<file path="config.mk">
export PLATFORM = sky130hd
export DESIGN_NAME = video_timing_gen
export DESIGN_NICKNAME = d
export VERILOG_FILES = /design/src/rtl/video_timing_gen.sv
export SDC_FILE = /design/constraint.sdc
export NUM_CORES = 1
export LEC_CHECK = 0
export ABC_AREA = 1
export CORE_MARGIN = 2
export CORE_UTILIZATION = 50
export CTS_CLUSTER_DIAMETER = 200
export DETAILED_ROUTE_END_ITERATION = 16
export HOLD_SLACK_MARGIN = 0.03
export PLACE_DENSITY = 0.78
export SKIP_LAST_GASP = 1
export SLEW_MARGIN = 20
export SYNTH_ARGS = -nofsm -noshare
export SYNTH_HDL_FRONTEND = slang
export SYNTH_SLANG_ARGS = --single-unit
</file>
<file path="constraint.sdc">
create_clock -name clk -period 1.4 [get_ports clk]
set_input_delay 0.28 -clock clk [delete_from_list [all_inputs] [get_ports clk]]
set_output_delay 0.28 -clock clk [all_outputs]
set_load 0.01 [all_outputs]
</file>
<file path="src/rtl/video_timing_gen.sv">
// Raster timing generator: h/v counters walk active, front porch, sync, back porch;
// every output is registered one cycle after the counter state it decodes.
module video_timing_gen #(
  parameter int H_ACTIVE = 1920,
  parameter int H_FP     = 88,
  parameter int H_SYNC   = 44,
  parameter int H_BP     = 148,
  parameter int V_ACTIVE = 1080,
  parameter int V_FP     = 4,
  parameter int V_SYNC   = 5,
  parameter int V_BP     = 36,
  parameter bit HS_POL   = 1'b1,
  parameter bit VS_POL   = 1'b1
) (
  input  logic        clk,
  input  logic        rst_n,
  input  logic        en_i,
  output logic        hs_o,
  output logic        vs_o,
  output logic        de_o,
  output logic [15:0] x_o,
  output logic [15:0] y_o,
  output logic        sof_o,
  output logic        eol_o,
  output logic        busy_o
);
  localparam int H_TOTAL = H_ACTIVE + H_FP + H_SYNC + H_BP;
  localparam int V_TOTAL = V_ACTIVE + V_FP + V_SYNC + V_BP;

  localparam logic [15:0] H_ACT  = 16'(H_ACTIVE);
  localparam logic [15:0] H_AEND = 16'(H_ACTIVE - 1);
  localparam logic [15:0] HS_BEG = 16'(H_ACTIVE + H_FP);
  localparam logic [15:0] HS_END = 16'(H_ACTIVE + H_FP + H_SYNC);
  localparam logic [15:0] H_LAST = 16'(H_TOTAL - 1);
  localparam logic [15:0] V_ACT  = 16'(V_ACTIVE);
  localparam logic [15:0] VS_BEG = 16'(V_ACTIVE + V_FP);
  localparam logic [15:0] VS_END = 16'(V_ACTIVE + V_FP + V_SYNC);
  localparam logic [15:0] V_LAST = 16'(V_TOTAL - 1);

  typedef enum logic {IDLE, RUN} state_e;

  state_e      state_q, state_d;
  logic [15:0] h_q, h_d, v_q, v_d;
  logic        last_h, last_frame, run;
  logic        de_act, hs_act, vs_act;

  logic        hs_q, vs_q, de_q, sof_q, eol_q, busy_q;
  logic [15:0] x_q, y_q;

  assign last_h     = (h_q == H_LAST);
  assign last_frame = last_h && (v_q == V_LAST);
  assign run        = (state_q == RUN);

  always_comb begin
    state_d = state_q;
    h_d     = h_q;
    v_d     = v_q;
    case (state_q)
      IDLE: begin
        h_d = '0;
        v_d = '0;
        if (en_i) state_d = RUN;
      end
      RUN: begin
        h_d = last_h ? '0 : h_q + 16'd1;
        if (last_h) v_d = (v_q == V_LAST) ? '0 : v_q + 16'd1;
        // A frame always completes; en is only consulted on its final cycle.
        if (last_frame && !en_i) state_d = IDLE;
      end
    endcase
  end

  always_ff @(posedge clk or negedge rst_n) begin
    if (!rst_n) begin
      state_q <= IDLE;
      h_q     <= '0;
      v_q     <= '0;
    end else begin
      state_q <= state_d;
      h_q     <= h_d;
      v_q     <= v_d;
    end
  end

  // Counters sit at 0 in IDLE, so decodes must be gated by run.
  assign de_act = run && (h_q < H_ACT) && (v_q < V_ACT);
  assign hs_act = run && (h_q >= HS_BEG) && (h_q < HS_END);
  assign vs_act = run && (v_q >= VS_BEG) && (v_q < VS_END);

  always_ff @(posedge clk or negedge rst_n) begin
    if (!rst_n) begin
      hs_q   <= ~HS_POL;
      vs_q   <= ~VS_POL;
      de_q   <= 1'b0;
      sof_q  <= 1'b0;
      eol_q  <= 1'b0;
      busy_q <= 1'b0;
      x_q    <= '0;
      y_q    <= '0;
    end else begin
      hs_q   <= hs_act ? HS_POL : ~HS_POL;
      vs_q   <= vs_act ? VS_POL : ~VS_POL;
      de_q   <= de_act;
      sof_q  <= de_act && (h_q == '0) && (v_q == '0);
      eol_q  <= de_act && (h_q == H_AEND);
      busy_q <= run;
      x_q    <= de_act ? h_q : '0;
      y_q    <= de_act ? v_q : '0;
    end
  end

  assign hs_o   = hs_q;
  assign vs_o   = vs_q;
  assign de_o   = de_q;
  assign x_o    = x_q;
  assign y_o    = y_q;
  assign sof_o  = sof_q;
  assign eol_o  = eol_q;
  assign busy_o = busy_q;
endmodule

</file>
Word level (Yosys, flattened, before mapping)

Cells that the tools add are included.

Register bits: 71
Logic and storage cells: 50
Output and inout bits: 38
Bits of input ports: 3

$lt $le $gt $ge: 6
Add/sub/neg operators: 2
Eq/ne operators: 4
Reductions and logical operators: 14
Muxes and demuxes: 12
Bitwise logic cells: 1

Operators with widths:

| cell                  | count |
|---|---|
| $mux 16               | 5 |
| $pmux 16 s2           | 2 |
| $lt 16x11->1 const B  | 3 |
| $add 16x1->16 const B | 2 |
| $eq 16x11->1 const B  | 2 |
| $ge 16x11->1 const B  | 2 |
| $logic_not 16->1      | 2 |
| $eq 16x12->1 const B  | 1 |
| $lt 16x12->1 const B  | 1 |
| $logic_and 1x1->1     | 11 |
| $mux 1                | 4 |
| $ne 2x1->1 const B    | 1 |
| $pmux 1 s2            | 1 |
| $logic_not 1->1       | 1 |
| $not 1->1             | 1 |

Depth between registers and ports, before layout

Gate-level depths: netlist of the first run.

Depth after elaboration: 5
Mapped depth: 10
Mapped depth without buffers: 9

Worst setup path after synthesis of the first run

Ideal clock, no wire load.

Path type: register to register
Start point: register h_q[0]
End point: register v_q[4]
Buffers on the path: 1
Setup time: 0.118 ns
Setup slack: -0.033 ns
Period minus slack after synthesis: 1.433 ns
Data required time: 1.282 ns
Cell stages (with the launch flop): 10
Data arrival time: 1.315 ns
Path through: dfrtp_1 ha_1 nand2_1 nor3_1 nand3_2 nand2_1 inv_2 buf_6 nand2_1 nand2_1

Cells in the longest elaborated chain, start to end: 2

RTL lines:

| what                        | RTL line | text |
|---|---|---|
| from (decl)                 | 43       | `logic [15:0] h_q, h_d, v_q, v_d;` |
| from (signal assigned)      | 76       | `h_q <= '0;` |
| from (signal assigned)      | 80       | `h_q <= h_d;` |
| $eq 16x12->1                | 50       | `assign last_h = (h_q == H_LAST);` |
| $ne 2x1->1 (no source line) | --       |  |
| to (signal assigned)        | 81       | `v_q <= v_d;` |
| to (decl)                   | 43       |  |

Every way passes these cells.
A chain may end at the register's enable or synchronous reset.

Worst setup path in the final report of the first run

Start point: register v_q[13]
End point: register x_q[0] (netlist: x_o[0])

Cells in the longest elaborated chain, start to end: 3

RTL lines:

| what                 | RTL line | text |
|---|---|---|
| $lt 16x11->1         | 86       | `assign de_act = run && (h_q < H_ACT) && (v_q < V_ACT);` |
| $logic_and 1x1->1    | 86       |  |
| named net de_act     | 45       | `logic de_act, hs_act, vs_act;` |
| $mux 16              | 107      | `x_q <= de_act ? h_q : '0;` |
| to (signal assigned) | 107      |  |
| to (decl)            | 48       | `logic [15:0] x_q, y_q;` |

The timed path passes the listed nets, and every way through them passes these cells.

==> results of run 1 <==
## power by group through the flow
stage                     combinational (mW)  clock, mW  sequential [mW]
final                                 0.0900       1.72             2.07
after global routing                   0.101       1.80             2.07
after CTS                             0.0915       1.72             2.07
after detailed placement               0.100          0             2.11
after global placement                0.0976          0             2.11
after floorplan                      0.00274          0             2.12
## critical path: cells and delay by family, from the launching register on
| family | cells | cell delay, ns |
|---|---|---|
| simple gates | 7 | 0.82 |
| flops | 1 | 0.42 |
| buf+inv | 2 | 0.27 |
## area by class of cell
cell class / instances / area [sq um] / share of cell area [%]
clock buffers: 9 / 124 / 2.52
clock inverters: 7 / 80.1 / 1.63
inverters: 45 / 176 / 3.59
multi-input cells: 280 / 1620 / 32.9
flip-flops and latches: 71 / 1780 / 36.3
well taps: 77 / 96.3 / 1.96
repair buffers: 120 / 1040 / 21.1
## worst min-delay path by stage
| stage | start | end | slack, ns | depth (start not counted) |
|---|---|---|---|---|
| CTS | rst_n | x_o[9]$_DFF_PN0_ | 0.33 | 2 |
| global placement | rst_n | x_o[9]$_DFF_PN0_ | 0.17 | 1 |
| finish | rst_n | x_o[9]$_DFF_PN0_ | 0.34 | 2 |
| global route | rst_n | x_o[9]$_DFF_PN0_ | 0.37 | 2 |
| floorplan | rst_n | busy_o$_DFF_PN0_ | -0.02 | 0 |
| detailed placement | rst_n | x_o[9]$_DFF_PN0_ | 0.18 | 1 |
## metal layers
metal	vias to the layer above	share of wire (%)	GRT usage, %
li1	1493	-	-
met1	1577	39	33.3
met2	195	51	43.6
met3	52	7.5	4.72
met4	0	3.3	12.1
met5	-	0	0
## Yosys cell counts (2+ instances only)
library cell / n
nor3_1: 9
inv_1: 40
nand4_1: 8
o21ai_0: 11
nand2_1: 95
nor2_2: 8
o21bai_1: 2
inv_2: 4
nor2_1: 76
nand3_1: 34
buf_2: 2
ha_1: 4
a21oi_1: 3
xor2_1: 8
nor3b_1: 3
nand3b_1: 3
dfrtp_1: 71
buf_6: 3
## flip-flops by register name, summed over array words and instances, names as in the netlist, 16 cells and up
signal  count
v_q        16
y_o        16
h_q        16
x_o        16
## metrics by stage
| step | utilization [%] | setup TNS (ns) | area (sq um) |
|---|---|---|---|
| CTS | 73.1 | -0.256 | 4620 |
| floorplan | - | 0 | 3300 |
| detailed placement | 67.1 | -2.40 | 4240 |
| global route | 77.8 | -10.23 | 4910 |
| global placement | 67.1 | -1.10 | 4240 |
| finish | 77.8 | -7.90 | 4910 |
## logic make-up (layout without fill, tap and decap cells)
logic type | count (synthesis) | count (layout) | synth area share, %
AND/OR/NAND/NOR | 239 | 239 | 31.5
other | 1 | 10 | 0.115
flip-flops | 71 | 71 | 54.6
AO/OA/AOI/OAI | 18 | 18 | 3.08
XOR/XNOR | 9 | 9 | 2.42
buffers and inverters | 51 | 181 | 6.77
adder cells (fa/ha/maj) | 4 | 4 | 1.54
## timing repair
item	4_1_cts	5_1_grt
pin swaps	16	32
gates resized for setup	80	63
gates cloned	1	0
endpoints found under the hold margin	8	0
hold buffers	1	0
buffers inserted	9	10
setup endpoints to repair	89	59
==> summary.txt, run 1 <==
Commonest non-fill, non-tap cell in the layout -> nand2_1
Hold Path Class -> in -> async
Cells after Synth -> 393
Dpl cells -> 573
Max Clock Freq -> 618 MHz
CP most frequent cell -> nor2_2
Core Rows -> 29
Yosys reg bits -> 71
All-Layer GR Usage -> 26.2%
First-pass GRT wire length -> 14,700 microns
Avg Synthesized Cell Area -> 8.28 sq um
Overall power -> 3.88 mW
Flop-to-flop setup slack -> -0.22 ns
H-tree levels -> 3
Worst r2r src -> v_q[13]$_DFFE_PN0P_
Cell count of the worst reg-to-reg path -> 9
P_sw -> 938 uW
Clk sinks -> 71
Post-synth EDFFs -> 0
Final period util -> 116%
IO buf count -> 40
Via density -> 5.45
Slowest CP cell -> dfrtp_1
IO Count -> 41
Min cycle time layout -> 1.62 ns
Pre-CTS WS -> -0.148 ns
Initial antenna violation count -> 0
RSZ-0062 raised after global routing -> true
Slew Limit Fails -> 0
Worst-case clock skew -> 0.00967 ns
Post-DP HPWL -> 5900 microns
Max Cap Viol -> 0
Combinational power share -> 2.3%
Outcome -> complete, but fails checks
Fin nets -> 534
Synthesized area -> 3250 sq um
Switch share -> 24.2%
Antenna Cells -> 0
Final setup vio count -> 55
CP endpoint -> x_o[0]$_DFF_PN0_
Worst EP required -> 1.65 ns
Vias in the first global route -> 3,177
Crit-path cells -> nor2_2 > nand2_2 > nor2_4 > nand2_1 > nand3_1 > nor2_2 > inv_2 > buf_12 > nor2_1
Crit path max fanout -> 13
Routed Antenna Nets -> 0
Synth top area cells -> dfrtp_1, nand2_1, nor2_1
DR WL/cell -> 16.7 microns
Worst-Skew Late Latency -> 0.35 ns
Routed via count -> 3,317
Leading cell types in the layout, fill and taps excluded -> nand2_1, buf_4, dfrtp_1
CTS clk-pin slew, worst paths -> 0.08 ns
Prevailing post-synth register cell -> dfrtp_1
Seq pwr share -> 53.3%
Initial core utilization -> 51.5%
Post-synthesis sequential area ratio -> 54.6%
Synth warn -> 0
Die Span Y -> 84.7 microns
GRT Residual Overflow -> 0
Setup CP Type -> reg -> reg
Static Leak -> 2.49 nW
DRC -> 0
Final hold slack -> 0.342 ns
DRT Wirelength -> 10,100 microns
Final hold vios -> 0
Share of cells above drive strength 1 -> 34.8%
Root Driver -> clkbuf_8
RR Endpoint -> x_o[0]$_DFF_PN0_
Full die area -> 7170 sq um
Area leader, netlist -> dfrtp_1
Non-Filler Instances -> 609
Crit start category -> register
TritonCTS clock tree -> built
Post-synth top area share -> 54.6%
Width of the chip -> 84.7 microns
Largest net degree at the start of global routing -> 43
Routability congestion estimate -> 0.942
Max rail drop VDD -> 565 uV
Failing checks -> negative setup slack
Int Pwr -> 2.94 mW
FILL cells -> 397
Area Overhead vs Synth -> 51.0%
DR iter-0 viols -> 227
Synth cell types -> 27
Pwr Density -> 789 nW/um^2
Critical path arrival -> 1.87 ns
Crit end category -> register
Area of the core -> 6310 sq um
Setup ws final -> -0.219 ns
Num CTS Buffers -> 9
CP Launch Point -> v_q[13]$_DFFE_PN0P_
1st-pass router iterations -> 7
Delay of the slowest cell on the worst path -> 0.42 ns
Clock power share -> 44.4%
Asr flop ratio synth -> 100%
Clk buf depth -> 2
(Power assumes the default switching activity.)
==> inputs of run 2 (changes only) <==
--- a/config.mk
+++ b/config.mk
@@ -10,6 +10,7 @@
 export CORE_UTILIZATION = 50
 export CTS_CLUSTER_DIAMETER = 200
 export DETAILED_ROUTE_END_ITERATION = 16
+export GPL_TIMING_DRIVEN = 0
 export HOLD_SLACK_MARGIN = 0.03
 export PLACE_DENSITY = 0.78
 export SKIP_LAST_GASP = 1
==> run 2 against run 1 <==
The run still ends with negative setup slack left. Wire length is 5.1% higher. First-iteration DRC count grew 75%. Sequential share of layout area is 1.3 points higher. Critical path depth is 1 lower. Flip-flop and latch count did not move. Via count up 3.6%. Core utilization decreased by 2.4 points. Clock skew increased by 0.0034 ns. Sequential power is essentially flat. Cell count is 3.6% lower.
==> summary.txt, run 2 (synthesized netlist as in run 1, its figures left out) <==
Outcome -> complete, but fails checks (unchanged)
Failing checks -> negative setup slack (unchanged)
Setup CP Type -> reg -> reg (unchanged)
Largest net degree at the start of global routing -> 55 (was 43)
All-Layer GR Usage -> 24.1% (was 26.2%)
Routability congestion estimate -> 0.879 (was 0.942)
Leading cell types in the layout, fill and taps excluded -> nand2_1, dfrtp_1, nor2_1 (was nand2_1, buf_4, dfrtp_1)
Max Clock Freq -> 613 MHz (was 618 MHz)
Width of the chip -> 84.7 microns (unchanged)
1st-pass router iterations -> 6 (was 7)
Commonest non-fill, non-tap cell in the layout -> nand2_1 (unchanged)
Full die area -> 7170 sq um (unchanged)
Clk sinks -> 71 (unchanged)
Crit start category -> register (unchanged)
Crit path max fanout -> 7 (was 13)
Clock power share -> 44.5% (was 44.4%)
Slew Limit Fails -> 0 (unchanged)
Final hold vios -> 0 (unchanged)
Worst-Skew Late Latency -> 0.37 ns (was 0.35 ns)
Pwr Density -> 814 nW/um^2 (was 789 nW/um^2)
GRT Residual Overflow -> 0 (unchanged)
Worst r2r src -> v_q[11]$_DFFE_PN0P_ (was v_q[13]$_DFFE_PN0P_)
Vias in the first global route -> 2,913 (was 3,177)
Setup ws final -> -0.232 ns (was -0.219 ns)
RSZ-0062 raised after global routing -> true (unchanged)
Crit end category -> register (unchanged)
Final period util -> 117% (was 116%)
Area of the core -> 6310 sq um (unchanged)
FILL cells -> 365 (was 397)
Routed Antenna Nets -> 0 (unchanged)
Switch share -> 24.4% (was 24.2%)
Non-Filler Instances -> 587 (was 609)
CP Launch Point -> v_q[11]$_DFFE_PN0P_ (was v_q[13]$_DFFE_PN0P_)
Root Driver -> clkbuf_8 (unchanged)
P_sw -> 945 uW (was 938 uW)
IO buf count -> 40 (unchanged)
Setup_tns -> -7.31 ns (was -7.90 ns)
Min cycle time layout -> 1.63 ns (was 1.62 ns)
Combinational power share -> 2.2% (was 2.3%)
Post-DP HPWL -> 5200 microns (was 5900 microns)
DRT Wirelength -> 10,700 microns (was 10,100 microns)
Worst-case clock skew -> 0.0131 ns (was 0.00967 ns)
CTS clk-pin slew, worst paths -> 0.09 ns (was 0.08 ns)
First-pass GRT wire length -> 13,600 microns (was 14,700 microns)
H-tree levels -> 3 (unchanged)
IO Count -> 41 (unchanged)
DR WL/cell -> 18.2 microns (was 16.7 microns)
DRC -> 0 (unchanged)
Die Span Y -> 84.7 microns (unchanged)
Static Leak -> 2.40 nW (was 2.49 nW)
Initial core utilization -> 51.5% (unchanged)
TritonCTS clock tree -> built (unchanged)
Fin nets -> 512 (was 534)
Overall power -> 3.88 mW (about the same)
Crit-path cells -> inv_1 > nand3_2 > nor2_2 > nand2_2 > nor2_4 > clkinv_4 > buf_6 > nor2_2 (was nor2_2 > nand2_2 > nor2_4 > nand2_1 > nand3_1 > nor2_2 > inv_2 > buf_12 > nor2_1)
Via density -> 5.86 (was 5.45)
Dpl cells -> 520 (was 573)
Initial antenna violation count -> 0 (unchanged)
Area Overhead vs Synth -> 46.4% (was 51.0%)
DR iter-0 viols -> 397 (was 227)
Hold Path Class -> in -> async (unchanged)
Delay of the slowest cell on the worst path -> 0.46 ns (was 0.42 ns)
Footprint of the multi-input gates -> 1640 sq um (was 1620 sq um)
Core Rows -> 29 (unchanged)
Antenna Cells -> 0 (unchanged)
Routed via count -> 3,438 (was 3,317)
Critical path arrival -> 1.93 ns (was 1.87 ns)
Share of cells above drive strength 1 -> 35.3% (was 34.8%)
Max Cap Viol -> 0 (unchanged)
Slowest CP cell -> dfrtp_1 (unchanged)
Clk buf depth -> 2 (unchanged)
Max rail drop VDD -> 793 uV (was 565 uV)
Seq pwr share -> 53.3% (about the same)
CP most frequent cell -> nor2_2 (unchanged)
Num CTS Buffers -> 9 (unchanged)
Final setup vio count -> 49 (was 55)
Worst EP required -> 1.69 ns (was 1.65 ns)
FF+latch area -> 1790 sq um (was 1780 sq um)
Int Pwr -> 2.93 mW (was 2.94 mW)
==> run 2: cell count changes in the layout (fill, tap and decap cells not counted), moves of 4 or more <==
cell / previous run / this run
inv_1: 34 / 28
nand3_2: 14 / 9
o21ai_1: 2 / 6
buf_12: 5 / 0
o21ai_0: 8 / 4
dfrtp_1: 66 / 59
inv_4: 0 / 5
dfrtp_2: 5 / 12
buf_4: 68 / 46
==> run 2: layout make-up <==
type / count / share of cell area (%)
plain buffers: 6 / 1.34
clock buffers: 9 / 2.60
clock inverters: 7 / 1.68
inverters: 45 / 3.99
multi-input cells: 280 / 34.3
flip-flops and latches: 71 / 37.6
well taps: 77 / 2.02
repair buffers: 92 / 16.4
==> run 2: final timing paths <==
path | end | slack [ns] | depth (start not counted)
max reg2reg | x_o[4]$_DFF_PN0_ | -0.23 | 8
min in group clk | run$_DFF_PN0_ | 0.55 | 2
max in group asynchronous | v_q[3]$_DFFE_PN0P_ | 0.51 | 3
min | h_q[15]$_DFF_PN0_ | 0.32 | 2
min reg2reg | busy_o$_DFF_PN0_ | 0.56 | 0
max | x_o[4]$_DFF_PN0_ | -0.23 | 8
==> run 2: timing repair <==
| action | in CTS | in global routing |
|---|---|---|
| pin swaps | 16 | 25 |
| hold endpoints to repair | 17 | 0 |
| gates cloned | 3 | 0 |
| hold buffers | 1 | 0 |
| setup endpoints to repair | 91 | 59 |
| gates resized for setup | 99 | 79 |
| setup buffers | 29 | 18 |
==> run 2: worst max-delay path: cells and delay by family, from the launching register on <==
| kind | cells | cell delay (ns) |
|---|---|---|
| buffers and inverters | 3 | 0.44 |
| DFF | 1 | 0.46 |
| and+or+nand+nor | 5 | 0.66 |
==> run 2: power by group through the flow <==
stage | Clock (mW) | Combinational, mW | Sequential, mW
2_1_floorplan | 0 | 0.00274 | 2.12
3_3_place_gp | 0 | 0.0850 | 2.11
3_5_place_dp | 0 | 0.0953 | 2.11
4_1_cts | 1.71 | 0.0870 | 2.07
5_1_grt | 1.79 | 0.0992 | 2.07
6_report | 1.72 | 0.0867 | 2.07
==> run 2: per-stage QoR <==
stage | worst slack, ns | cell area (sq um) | hold slack, ns | util (%)
3_5_place_dp | -0.192 | 3820 | 0.174 | 60.5
6_report | -0.232 | 4760 | 0.323 | 75.5
3_3_place_gp | -2.25 | 3790 | 0.455 | 60.1
5_1_grt | -0.247 | 4760 | 0.376 | 75.5
2_1_floorplan | 0.0628 | 3300 | -0.0156 | -
4_1_cts | -0.0728 | 4390 | 0.327 | 69.6
==> run 2: per-layer routing <==
| layer | GRT usage, % | routed length [microns] | vias up |
|---|---|---|---|
| li1 | - | - | 1458 |
| met1 | 30.1 | 3870 | 1603 |
| met4 | 11.5 | 685 | 0 |
| met5 | 0 | 0 | - |
| met3 | 6.19 | 1110 | 90 |
| met2 | 39.1 | 5000 | 287 |
==> inputs of run 3 (changes only) <==
--- a/config.mk
+++ b/config.mk
@@ -14,7 +14,6 @@
 export HOLD_SLACK_MARGIN = 0.03
 export PLACE_DENSITY = 0.78
 export SKIP_LAST_GASP = 1
-export SLEW_MARGIN = 20
 export SYNTH_ARGS = -nofsm -noshare
 export SYNTH_HDL_FRONTEND = slang
 export SYNTH_SLANG_ARGS = --single-unit
==> run 3 against run 2 <==
The flow still finishes with violations (negative setup slack). Clock skew is 0.0015 ns lower. Sequential share of layout area is 2.1 points higher. Core utilization is 4.1 points lower. Sequential power hardly changed. Clock power is 13% lower. Global-route usage hardly changed. Highest routed layer unchanged.
==> summary.txt, run 3 (synthesized netlist as in run 1, its figures left out) <==
Num CTS Buffers -> 9 (unchanged)
Area of the core -> 6310 sq um (unchanged)
Max Clock Freq -> 647 MHz (was 613 MHz)
Vias in the first global route -> 2,911 (was 2,913)
Slew Limit Fails -> 0 (unchanged)
Outcome -> complete, but fails checks (unchanged)
Setup_tns -> -2.87 ns (was -7.31 ns)
Setup ws final -> -0.146 ns (was -0.232 ns)
DR iter-0 viols -> 235 (was 397)
Share of cells above drive strength 1 -> 30.6% (was 35.3%)
Core Rows -> 29 (unchanged)
1st-pass router iterations -> 5 (was 6)
Core Util, Final -> 71.4% (was 75.5%)
DRT Wirelength -> 8770 microns (was 10,700 microns)
Delay of the slowest cell on the worst path -> 0.46 ns (about the same)
Clock power share -> 41.3% (was 44.5%)
Hold Path Class -> in -> async (unchanged)
IO Count -> 41 (unchanged)
Post-DP HPWL -> 5070 microns (was 5200 microns)
Clk buf depth -> 2 (unchanged)
Final hold slack -> 0.0292 ns (was 0.323 ns)
Pwr Density -> 807 nW/um^2 (was 814 nW/um^2)
Worst-Skew Late Latency -> 0.36 ns (was 0.37 ns)
Cell count of the worst reg-to-reg path -> 9 (was 8)
Slew margin rel. -> 43.0%
Largest delay share family, worst path -> simple AND/OR/NAND/NOR gates (unchanged)
Worst EP required -> 1.64 ns (was 1.69 ns)
Initial antenna violation count -> 0 (unchanged)
Crit end category -> register (unchanged)
Commonest non-fill, non-tap cell in the layout -> nand2_1 (unchanged)
Final hold vios -> 0 (unchanged)
Slowest CP cell -> dfrtp_2 (was dfrtp_1)
Worst-case clock skew -> 0.0115 ns (was 0.0131 ns)
Width of the chip -> 84.7 microns (unchanged)
Via density -> 5.47 (was 5.86)
Min cycle time layout -> 1.55 ns (was 1.63 ns)
P_sw -> 899 uW (was 945 uW)
H-tree levels -> 3 (unchanged)
Switch share -> 24.7% (was 24.4%)
Routed via count -> 3,140 (was 3,438)
Antenna Cells -> 0 (unchanged)
Clk sinks -> 71 (unchanged)
Static Leak -> 2.29 nW (was 2.40 nW)
All-Layer GR Usage -> 24.1% (about the same)
Cell Area, Placed -> 3790 sq um (was 3820 sq um)
Leading cell types in the layout, fill and taps excluded -> nand2_1, nor2_1, dfrtp_1 (was nand2_1, dfrtp_1, nor2_1)
Final setup vio count -> 48 (was 49)
Max Cap Viol -> 0 (unchanged)
Die Span Y -> 84.7 microns (unchanged)
Setup CP Type -> reg -> reg (unchanged)
Final period util -> 110% (was 117%)
Crit start category -> register (unchanged)
Largest net degree at the start of global routing -> 72 (was 55)
Worst-Margin Slew -> 0.855 ns
CP bufs+invs -> 3 (unchanged)
GRT Residual Overflow -> 0 (unchanged)
DR WL/cell -> 15.3 microns (was 18.2 microns)
Failing checks -> negative setup slack (unchanged)
Fin nets -> 499 (was 512)
Root Driver -> clkbuf_8 (unchanged)
TritonCTS clock tree -> built (unchanged)
FILL cells -> 437 (was 365)
Routed Antenna Nets -> 0 (unchanged)
RSZ-0062 raised after global routing -> true (unchanged)
Area Overhead vs Synth -> 38.5% (was 46.4%)
Int Pwr -> 2.74 mW (was 2.93 mW)
Full die area -> 7170 sq um (unchanged)
Initial core utilization -> 51.5% (unchanged)
Critical path arrival -> 1.79 ns (was 1.93 ns)
Levels on crit path -> 9 (was 8)
DRC -> 0 (unchanged)
IO buf count -> 40 (unchanged)
Seq pwr share -> 56.8% (was 53.3%)
CTS clk-pin slew, worst paths -> 0.09 ns (about the same)
Combinational power share -> 2.0% (was 2.2%)
First-pass GRT wire length -> 13,500 microns (was 13,600 microns)
Fin area -> 4510 sq um (was 4760 sq um)
Crit-path cells -> inv_4 > nand3_2 > nor2_2 > nand3_2 > nand2_2 > clkinv_4 > buf_6 > nand2_2 > nand2_1 (was inv_1 > nand3_2 > nor2_2 > nand2_2 > nor2_4 > clkinv_4 > buf_6 > nor2_2)
Max rail drop VDD -> 684 uV (was 793 uV)
Routability congestion estimate -> 0.879 (unchanged)
Crit path max fanout -> 6 (was 7)
## run 3: what timing repair did
item                                    4_1_cts  5_1_grt
hold buffers                                  0        0
buffers inserted                             23       13
endpoints found under the setup margin       93       59
gates resized for setup                      88       56
gates cloned                                  3        1
pin swaps                                    22       15
## run 3: path summary, 6_finish.rpt
| check | startpoint | to | slack, ns |
|---|---|---|---|
| worst max-delay path | h_q[6]$_DFF_PN0_ | v_q[10]$_DFFE_PN0P_ | -0.15 |
| worst min-delay path | rst_n | x_o[9]$_DFF_PN0_ | 0.03 |
| worst max register to register | h_q[6]$_DFF_PN0_ | v_q[10]$_DFFE_PN0P_ | -0.15 |
| worst min register to register | run$_DFF_PN0_ | busy_o$_DFF_PN0_ | 0.51 |
| max in group asynchronous | rst_n | v_q[5]$_DFFE_PN0P_ | 0.76 |
| min in group clk | run$_DFF_PN0_ | busy_o$_DFF_PN0_ | 0.51 |
## run 3: area by class of cell
type	count	area, sq um	area share [%]
Multi-Input combinational cell	280	1530	34.0
Clock inverter	7	56.3	1.25
Timing Repair Buffer	78	662	14.7
Clock buffer	9	124	2.75
Tap cell	77	96.3	2.14
Sequential cell	71	1790	39.7
Timing Repair inverter	1	5.00	0.111
Inverter	45	188	4.16
Buffer	6	51.3	1.14
## run 3: power groups by stage
stage | sequential, mW | clock [mW] | combinational, mW
final | 2.07 | 1.50 | 0.0718
after global routing | 2.07 | 1.61 | 0.0832
after CTS | 2.07 | 1.52 | 0.0749
after detailed placement | 2.11 | 0 | 0.0856
after global placement | 2.11 | 0 | 0.0850
after floorplan | 2.12 | 0 | 0.00274
## run 3: stage by stage
| step | total power [mW] | worst slack, ns | std cells |
|---|---|---|---|
| after detailed placement | 2.19 | -0.191 | 519 |
| after floorplan | 2.12 | 0.0628 | 402 |
| after global routing | 3.76 | -0.229 | 574 |
| after CTS | 3.66 | -0.141 | 561 |
| final | 3.64 | -0.146 | 574 |
| after global placement | 2.19 | -2.25 | 519 |
## run 3: layer usage
layer	vias to the layer above	GRT usage, %	part of all wire, %
met1	1504	29.6	40
li1	1431	-	-
met3	37	6.78	6.8
met5	-	0	0
met4	0	10.4	3.8
met2	168	39.9	49
